### src/rtl/Common.sv
// Shared register-file definitions used across the pipeline.
package Common;
    localparam int NUM_REGS = 32;
    typedef logic [4:0] RegIdx;
endpackage

### src/rtl/reg_scoreboard_pkg.sv
// Scoreboard-local constants and types.
package reg_scoreboard_pkg;
    localparam int STALL_W = 16;
    localparam logic [STALL_W-1:0] STALL_MAX = '1;
    typedef logic [Common::NUM_REGS-1:0] reg_mask_t;
endpackage

### src/rtl/reg_scoreboard_if.sv
// Issue/writeback/flush bundle between decode (master) and the scoreboard (slave).
interface reg_scoreboard_if;
    import Common::*;
    import reg_scoreboard_pkg::*;

    logic                issue_valid;
    RegIdx               issue_rs1;
    RegIdx               issue_rs2;
    logic                issue_rs1_used;
    logic                issue_rs2_used;
    RegIdx               issue_rd;
    logic                issue_rd_wen;
    logic                wb_valid;
    RegIdx               wb_rd;
    logic                flush;
    logic                issue_ready;
    logic                stall;
    reg_mask_t           busy_mask;
    logic [STALL_W-1:0]  stall_cycles;

    modport master (
        output issue_valid, issue_rs1, issue_rs2, issue_rs1_used, issue_rs2_used,
               issue_rd, issue_rd_wen, wb_valid, wb_rd, flush,
        input  issue_ready, stall, busy_mask, stall_cycles
    );

    modport slave (
        input  issue_valid, issue_rs1, issue_rs2, issue_rs1_used, issue_rs2_used,
               issue_rd, issue_rd_wen, wb_valid, wb_rd, flush,
        output issue_ready, stall, busy_mask, stall_cycles
    );
endinterface

### src/rtl/reg_scoreboard_cnt.sv
// One register's in-flight write counter: saturating up/down with synchronous clear.
module reg_scoreboard_cnt #(
    parameter int CNT_W = 2
) (
    input  logic clk,
    input  logic rst_n,
    input  logic clr_i,
    input  logic inc_i,
    input  logic dec_i,
    output logic busy_o,
    output logic full_o,
    output logic one_o
);
    localparam logic [CNT_W-1:0] CNT_MAX = '1;
    localparam logic [CNT_W-1:0] CNT_ONE = CNT_W'(1);

    logic [CNT_W-1:0] cnt_q;
    logic [CNT_W-1:0] cnt_d;
    logic             dec_eff;

    // A writeback to an idle register has nothing to retire.
    assign dec_eff = dec_i && busy_o;

    always_comb begin
        cnt_d = cnt_q;
        if (clr_i) begin
            cnt_d = '0;
        end else if (inc_i && !dec_eff && cnt_q != CNT_MAX) begin
            cnt_d = cnt_q + CNT_ONE;
        end else if (dec_eff && !inc_i) begin
            cnt_d = cnt_q - CNT_ONE;
        end
    end

    always_ff @(posedge clk or negedge rst_n) begin
        if (!rst_n) begin
            cnt_q <= '0;
        end else begin
            cnt_q <= cnt_d;
        end
    end

    assign busy_o = (cnt_q != '0);
    assign full_o = (cnt_q == CNT_MAX);
    assign one_o  = (cnt_q == CNT_ONE);
endmodule

### src/rtl/reg_scoreboard.sv
// Register scoreboard: tracks in-flight writes per GPR and gates issue on RAW/overflow hazards.
// Optional SCOREBOARD_WB_BYPASS_EN lets a same-cycle final writeback clear a source hazard.
module reg_scoreboard
    import Common::*;
    import reg_scoreboard_pkg::*;
#(
    parameter int CNT_W = 2
) (
    input  logic             clk,
    input  logic             rst_n,
    reg_scoreboard_if.slave  sb
);
    logic [NUM_REGS-1:0]  busy_vec;
    logic [NUM_REGS-1:0]  full_vec;
    logic [NUM_REGS-1:0]  one_vec;
    logic                 rs1_byp;
    logic                 rs2_byp;
    logic                 rs1_haz;
    logic                 rs2_haz;
    logic                 ovf_haz;
    logic                 issue_ready;
    logic                 issue_fire;
    logic                 stall;
    logic [STALL_W-1:0]   stall_cycles_q;
    logic [STALL_W-1:0]   stall_cycles_d;

    // x0 carries no state and is never busy.
    assign busy_vec[0] = 1'b0;
    assign full_vec[0] = 1'b0;
    assign one_vec[0]  = 1'b0;

    generate
        for (genvar gi = 1; gi < NUM_REGS; gi++) begin : g_cnt
            logic inc;
            logic dec;
            assign inc = issue_fire && sb.issue_rd_wen && (sb.issue_rd == RegIdx'(gi));
            assign dec = sb.wb_valid && (sb.wb_rd == RegIdx'(gi));

            reg_scoreboard_cnt #(.CNT_W(CNT_W)) u_cnt (
                .clk    (clk),
                .rst_n  (rst_n),
                .clr_i  (sb.flush),
                .inc_i  (inc),
                .dec_i  (dec),
                .busy_o (busy_vec[gi]),
                .full_o (full_vec[gi]),
                .one_o  (one_vec[gi])
            );
        end
    endgenerate

`ifdef SCOREBOARD_WB_BYPASS_EN
    assign rs1_byp = sb.wb_valid && (sb.wb_rd == sb.issue_rs1) && one_vec[sb.issue_rs1];
    assign rs2_byp = sb.wb_valid && (sb.wb_rd == sb.issue_rs2) && one_vec[sb.issue_rs2];
`else
    assign rs1_byp = 1'b0;
    assign rs2_byp = 1'b0;
`endif

    assign rs1_haz = sb.issue_rs1_used && (sb.issue_rs1 != '0) && busy_vec[sb.issue_rs1] && !rs1_byp;
    assign rs2_haz = sb.issue_rs2_used && (sb.issue_rs2 != '0) && busy_vec[sb.issue_rs2] && !rs2_byp;
    assign ovf_haz = sb.issue_rd_wen && (sb.issue_rd != '0) && full_vec[sb.issue_rd];

    assign issue_ready = !sb.flush && !rs1_haz && !rs2_haz && !ovf_haz;
    assign issue_fire  = sb.issue_valid && issue_ready;
    assign stall       = sb.issue_valid && !issue_ready;

    always_comb begin
        stall_cycles_d = stall_cycles_q;
        if (stall && stall_cycles_q != STALL_MAX) begin
            stall_cycles_d = stall_cycles_q + STALL_W'(1);
        end
    end

    always_ff @(posedge clk or negedge rst_n) begin
        if (!rst_n) begin
            stall_cycles_q <= '0;
        end else begin
            stall_cycles_q <= stall_cycles_d;
        end
    end

    assign sb.issue_ready  = issue_ready;
    assign sb.stall        = stall;
    assign sb.busy_mask    = busy_vec;
    assign sb.stall_cycles = stall_cycles_q;
endmodule

### src/flat_wrapper.sv
// flat-port wrapper written by rule: the top's interface ports become plain ports
module reg_scoreboard_flat import Common::*; import reg_scoreboard_pkg::*;
#(
    parameter int CNT_W = 2
)
  (clk, rst_n, sb_issue_valid, sb_issue_rs1, sb_issue_rs2, sb_issue_rs1_used, sb_issue_rs2_used, sb_issue_rd, sb_issue_rd_wen, sb_wb_valid, sb_wb_rd, sb_flush, sb_issue_ready, sb_stall, sb_busy_mask, sb_stall_cycles);
  reg_scoreboard_if sb_i ();
  input  logic clk;
  input  logic rst_n;
  input wire logic [$bits(sb_i.issue_valid)-1:0] sb_issue_valid;
  input wire logic [$bits(sb_i.issue_rs1)-1:0] sb_issue_rs1;
  input wire logic [$bits(sb_i.issue_rs2)-1:0] sb_issue_rs2;
  input wire logic [$bits(sb_i.issue_rs1_used)-1:0] sb_issue_rs1_used;
  input wire logic [$bits(sb_i.issue_rs2_used)-1:0] sb_issue_rs2_used;
  input wire logic [$bits(sb_i.issue_rd)-1:0] sb_issue_rd;
  input wire logic [$bits(sb_i.issue_rd_wen)-1:0] sb_issue_rd_wen;
  input wire logic [$bits(sb_i.wb_valid)-1:0] sb_wb_valid;
  input wire logic [$bits(sb_i.wb_rd)-1:0] sb_wb_rd;
  input wire logic [$bits(sb_i.flush)-1:0] sb_flush;
  output wire logic [$bits(sb_i.issue_ready)-1:0] sb_issue_ready;
  output wire logic [$bits(sb_i.stall)-1:0] sb_stall;
  output wire logic [$bits(sb_i.busy_mask)-1:0] sb_busy_mask;
  output wire logic [$bits(sb_i.stall_cycles)-1:0] sb_stall_cycles;
  assign sb_i.issue_valid = sb_issue_valid;
  assign sb_i.issue_rs1 = sb_issue_rs1;
  assign sb_i.issue_rs2 = sb_issue_rs2;
  assign sb_i.issue_rs1_used = sb_issue_rs1_used;
  assign sb_i.issue_rs2_used = sb_issue_rs2_used;
  assign sb_i.issue_rd = sb_issue_rd;
  assign sb_i.issue_rd_wen = sb_issue_rd_wen;
  assign sb_i.wb_valid = sb_wb_valid;
  assign sb_i.wb_rd = sb_wb_rd;
  assign sb_i.flush = sb_flush;
  assign sb_issue_ready = sb_i.issue_ready;
  assign sb_stall = sb_i.stall;
  assign sb_busy_mask = sb_i.busy_mask;
  assign sb_stall_cycles = sb_i.stall_cycles;
  reg_scoreboard #(.CNT_W(CNT_W)) u_core (.clk(clk), .rst_n(rst_n), .sb(sb_i));
endmodule
### config.mk
export PLATFORM = sky130hd
export DESIGN_NAME = reg_scoreboard_flat
export DESIGN_NICKNAME = d
export VERILOG_FILES = /design/src/rtl/Common.sv /design/src/rtl/reg_scoreboard_pkg.sv /design/src/rtl/reg_scoreboard_if.sv /design/src/rtl/reg_scoreboard_cnt.sv /design/src/rtl/reg_scoreboard.sv /design/src/flat_wrapper.sv
export SDC_FILE = /design/constraint.sdc
export NUM_CORES = 1
export LEC_CHECK = 0
export CORE_MARGIN = 2
export CORE_UTILIZATION = 35
export CTS_CLUSTER_DIAMETER = 100
export DETAILED_ROUTE_END_ITERATION = 10
export PLACE_DENSITY = 0.53
export SLEW_MARGIN = 20
export SYNTH_ARGS = -nofsm -noshare
export SYNTH_HDL_FRONTEND = slang
export SYNTH_SLANG_ARGS = --single-unit
### constraint.sdc
create_clock -name clk -period 5.1 [get_ports clk]
set_clock_uncertainty 0.2 [all_clocks]
set_input_delay 1.275 -clock clk [delete_from_list [all_inputs] [get_ports clk]]
set_output_delay 1.275 -clock clk [all_outputs]
set_load 0.005 [all_outputs]
After elaboration in Yosys (flattened, before gate mapping)

Index checks and enable logic that the tools add are counted.

Register bits after elaboration: 78
Word-level logic and storage cells: 653

Add/subtract/negate cells: 63
Order comparisons: 3
Equality and inequality tests: 125
Mux-type cells: 99
Reduce and logical (&&, ||, !) cells: 331

Operator list:

| kind                  | count |
|---|---|
| $logic_and 1x1->1     | 199 |
| $mux 2                | 93 |
| $eq 5x5->1 const B    | 32 |
| $reduce_bool 3->1     | 31 |
| $eq 5x4->1 const B    | 16 |
| $logic_not 1->1       | 67 |
| $add 2x1->2 const B   | 31 |
| $eq 2x2->1 const B    | 31 |
| $ne 2x2->1 const B    | 31 |
| $reduce_bool 2->1     | 31 |
| $sub 2x1->2 const B   | 31 |
| $eq 5x3->1 const B    | 8 |
| $eq 5x2->1 const B    | 4 |
| $lt 5x6->1 const B    | 3 |
| $add 16x1->16 const B | 1 |
| $ne 16x16->1 const B  | 1 |
| $bmux 1 s5            | 3 |
| $reduce_bool 5->1     | 3 |
| $eq 5x1->1 const B    | 2 |
| $mux 1                | 3 |

Depth between registers and ports, before layout

Word-level depth: 16
Depth in mapped cells: 12
Depth with buffers taken out: 10

Cells and area by module

Synthesis repeated with hierarchy kept, for this count alone.

Cells, all modules: 921
Area, all modules: 8345.5 um^2

Modules (own cells, without submodules):

| module                                          | times used | cells an instance | area an instance (um^2) | sequential area each (um^2) |
|---|---|---|---|---|
| reg_scoreboard_cnt (u_core.g_cnt[10].u_cnt ...) | 30         | 21                | 195.2                   | 50.0 |
| reg_scoreboard                                  | 1          | 273               | 2319.7                  | 400.4 |
| reg_scoreboard_cnt (u_core.g_cnt[9].u_cnt)      | 1          | 18                | 170.2                   | 50.0 |

Worst setup path after synthesis

OpenSTA, ideal clock, no wires.

Path type: input to output
From: input port sb_issue_rd[0]
To: output port sb_stall
Data arrival time: 3.523 ns
Path slack: 0.102 ns
Stages: 9
Buffers on the path: 2
Cell sequence: buf_2 -> mux4_2 -> mux2_2 -> a2111oi_1 -> nor4b_4 -> nand2_1 -> inv_1 -> buf_2 -> nor2_1

Longest elaborated chain between the ends: 7

Ends and longest elaborated chain:

| item                                                              | line                 | text |
|---|---|---|
| start, declared                                                   | flat_wrapper.sv:15   | `input wire logic [$bits(sb_i.issue_rd)-1:0] sb_issue_rd;` |
| $bmux 1 s5 or $reduce_bool 5->1 (tied branches)                   | reg_scoreboard.sv:62 | `assign ovf_haz = sb.issue_rd_wen && (sb.issue_rd != '0) && full_vec[sb.issue_rd];` |
| $mux 1 (implied by the code) or $logic_and 1x1->1 (tied branches) | reg_scoreboard.sv:62 |  |
| $logic_and 1x1->1 (*)                                             | reg_scoreboard.sv:62 |  |
| $logic_not 1->1 (*)                                               | reg_scoreboard.sv:64 | `assign issue_ready = !sb.flush && !rs1_haz && !rs2_haz && !ovf_haz;` |
| $logic_and 1x1->1 (*)                                             | reg_scoreboard.sv:64 |  |
| named net sb_issue_ready                                          | flat_wrapper.sv:20   | `output wire logic [$bits(sb_i.issue_ready)-1:0] sb_issue_ready;` |
| $logic_not 1->1 (*)                                               | reg_scoreboard.sv:66 | `assign stall = sb.issue_valid && !issue_ready;` |
| $logic_and 1x1->1 (*)                                             | reg_scoreboard.sv:66 |  |
| end, declared                                                     | flat_wrapper.sv:21   | `output wire logic [$bits(sb_i.stall)-1:0] sb_stall;` |

Mark *: on every way through the listed nets, which the timed path passes. The rest lies on a longest branch. The select of a mux whose other input is x is not followed.

Worst setup path in the final report

From: input port sb_issue_rd[0]
To: output port sb_issue_ready

Longest elaborated chain between the ends: 5

Ends and longest elaborated chain:

| item                                                              | line |
|---|---|
| $bmux 1 s5 or $reduce_bool 5->1 (tied branches)                   | reg_scoreboard.sv:62 |
| $mux 1 (implied by the code) or $logic_and 1x1->1 (tied branches) | reg_scoreboard.sv:62 |
| $logic_and 1x1->1 (*)                                             | reg_scoreboard.sv:62 |
| $logic_not 1->1 (*)                                               | reg_scoreboard.sv:64 |
| $logic_and 1x1->1 (*)                                             | reg_scoreboard.sv:64 |
| end, declared                                                     | flat_wrapper.sv:20 |

Mark *: on every way between the ends. The rest lies on a longest branch, timed or not. The select of a mux whose other input is x is not followed.

==> impl_metrics.toml <==
[detailed_routing]
routed-via-count = 6721
wl_mm = 23.7
drt_iter0_drc = 633
viasPerCell = 5.96
drc = 0
drt_first_pass_iters = 5
ant_nets = 0
wl_per_cell_um = 21.1

[clocking]
cts_buffer_depth = 2
clock-sinks = 78
cts_hold_buf = 0
cts_tree = "yes"
path_clk_slew_ps = 60
cts_root_buf = "clkbuf_16"
clk_latency_ps = 350
cts_buffers = 9
ctsHtreeMaxLevel = 3

[yosys]
synthCells = 814
syn-num-nets = 843
synth_area_leader_cell = "dfrtp_1"
yosysWarnings = 0
synth-seq-cells = 78
syn_area_per_cell_um2 = 7.79
syn_area_um2 = 6340
yosys_most_used_dff = "dfrtp_1"
async_reset_ff_frac = 1.00
seq_area_frac_synth = 0.308
synth_top_area_frac = 0.308
synth.distinct_cells = 70
ys_top_cells_by_area = "dfrtp_1, nand2_1, a21oi_1"
synth-edff-count = 0

[sta]
finalMaxSlewViolations = 0
final.setup.tns_ps = 0
holdWs_ps = 301
tightest_slew_ps = 859
setup_viol = 0
finalHoldViolCount = 0
timing.final.crit_period_ps = 5020
rsz0062_at_grt = "no"
period_share = 0.985
fmax_ghz = 0.199
slew_headroom = 0.426

[pwr]
leakagePower_uw = 0.00314
combPwrFrac = 0.197
internal_power_uw = 1230
p_switching_uw = 502
powerDensity_nw_per_um2 = 220
power.share.switching = 0.290
total_power_uw = 1730
vdd_drop_max_v = 0.000158
pwr-share-seq = 0.390
clkPwrFrac = 0.414

[worst_setup_path]
r2r_slack_ps = 1390
r2r-start = "u_core.g_cnt[8].u_cnt.cnt_q[0]"
worst_setup_path_end_kind = "output pin"
setup.worst_path.start = "sb_issue_rd[0]"
rr_worst_depth = 11
startpoint_type = "primary input"
crit_path_max_fanout = 2
path_class = "in -> out"
endpoint = "sb_issue_ready"
cp_data_required_time_ps = 3620
cp_data_arrival_time_ps = 3550
rr_endpoint = "u_core.g_cnt[17].u_cnt.cnt_q[1]"

[floorplan]
boundaryPins = 78
initial_core_util = 0.355
core-area_um2 = 17800
die_h_um = 139
dieArea_um2 = 19200
die_w_um = 139
rows = 49

[worst_hold_path]
min_from = "u_core.sb.stall_cycles[9]"
min_path_type = "reg -> reg"

[cells_and_area]
nets = 922
fillers = 1753
syn_to_final_growth_pct = 24.0
n_antenna_cell = 0
final_layout_size_suffix_gt1_frac = 0.144
finish.utilization = 0.441

[job]
max_cap_viol_count = 0

[run_status]
status = "complete, no violations"

[placement]
dp_hpwl_mm = 17.7
place_congestion = 0.986
io_buffers = 76

[grt]
grt_pass1_wl_mm = 36.5
grt_usage = 0.245
grt_max_degree = 62
grt_pass1_vias = 6359
grt_antenna_before_repair = 0
grt_overflow_total = 0
through the flow:
step	setup slack, ps	std cells	area (um2)
after global routing	5.57	1127	7860
after floorplan	102	814	6340
after detailed placement	-523	1103	7430
final	75.6	1127	7860
after global placement	-555	1103	7430
after CTS	7.54	1122	7780
critical path: stages:
cell	delay [ps]
clkdlybuf4s15_1	270
mux4_2	530
mux2_2	280
a2111oi_1	390
buf_4	200
nor4b_4	50
nand2_2	120
inv_2	60
buf_4	130
dlygate4sd2_1	260
cell families after synthesis:
| group | Yosys count | share of synthesized area |
|---|---|---|
| compound gates | 169 | 0.173 |
| xor+xnor | 20 | 0.0276 |
| fa+ha+maj | 1 | 0.00197 |
| buf+inv | 99 | 0.0803 |
| flops | 78 | 0.308 |
| mux | 19 | 0.0487 |
| other cells | 1 | 0.000591 |
| simple gates | 427 | 0.360 |
cell type report:
| class | instances | area [um2] | area share |
|---|---|---|---|
| multi-input cells | 637 | 3940 | 0.501 |
| flip-flops and latches | 78 | 1950 | 0.248 |
| repair buffers | 139 | 1270 | 0.161 |
| well taps | 229 | 287 | 0.0364 |
| clock buffers | 11 | 233 | 0.0296 |
| inverters | 28 | 105 | 0.0134 |
| clock inverters | 5 | 83.8 | 0.0107 |
repair_timing:
item,4_1_cts,5_1_grt
endpoints found under the setup margin,2,2
resized for setup,16,15
buffers inserted,3,5
pin swaps,2,4
synthesized netlist by cell type (all sizes together) (6+ instances only):
library cell,instances
a21oi,63
a31oi,6
and2,8
and3,6
buf,43
clkbuf,28
dfrtp,78
inv,27
mux4,9
nand2,92
nand2b,19
nand3,41
nand4,18
nor2,70
nor2b,20
nor3,53
nor3b,28
nor4,21
o211ai,9
o21ai,29
o31a,11
o32ai,6
or2,16
or3,10
or4,11
xnor2,15
worst min path at each step:
| stage | endpoint | slack, ps | cells past startpoint |
|---|---|---|---|
| after detailed placement | u_core.sb.stall_cycles[14] | 290 | 1 |
| after global placement | u_core.sb.stall_cycles[4] | 290 | 1 |
| after CTS | u_core.sb.stall_cycles[9] | 300 | 1 |
| after global routing | u_core.sb.stall_cycles[10] | 330 | 1 |
| final | u_core.sb.stall_cycles[9] | 300 | 1 |
| after floorplan | u_core.sb.stall_cycles[4] | 280 | 1 |
power groups by stage:
stage / clock network (uW) / registers, uW / logic, uW
floorplan: 0 / 681 / 153
global placement: 0 / 685 / 328
detailed placement: 0 / 684 / 330
CTS: 725 / 674 / 334
global route: 758 / 679 / 365
finish: 715 / 674 / 341
cell usage in the layout (no fill, tap or decap), drive strengths merged, types with 6 or more instances in the layout:
cell	n
xnor2	15
o21ai	29
nand2b	19
o31a	11
dfrtp	78
o32ai	6
a31oi	6
and3	6
or3	10
nor2b	20
nor2	70
and2	8
nor3	53
o211ai	9
mux4	9
clkdlybuf4s50	64
nand2	92
nor4	21
inv	27
or2	16
clkbuf	13
nand3	41
a21oi	63
nor3b	28
buf	65
nand4	18
or4	11
per-layer routing:
layer,up-vias,wire length [um],global-route usage
met5,-,0,0
met4,0,805,0.0956
met3,54,2050,0.0490
met2,294,10500,0.377
met1,3264,10300,0.340
li1,3109,-,-
registers in the layout, summed over array words and instances, names as in the netlist:
name	cells
u_core.sb.stall_cycles	16
u_core.g_cnt.u_cnt.cnt_q	62
Note: power is estimated with default switching activity, not from simulation.
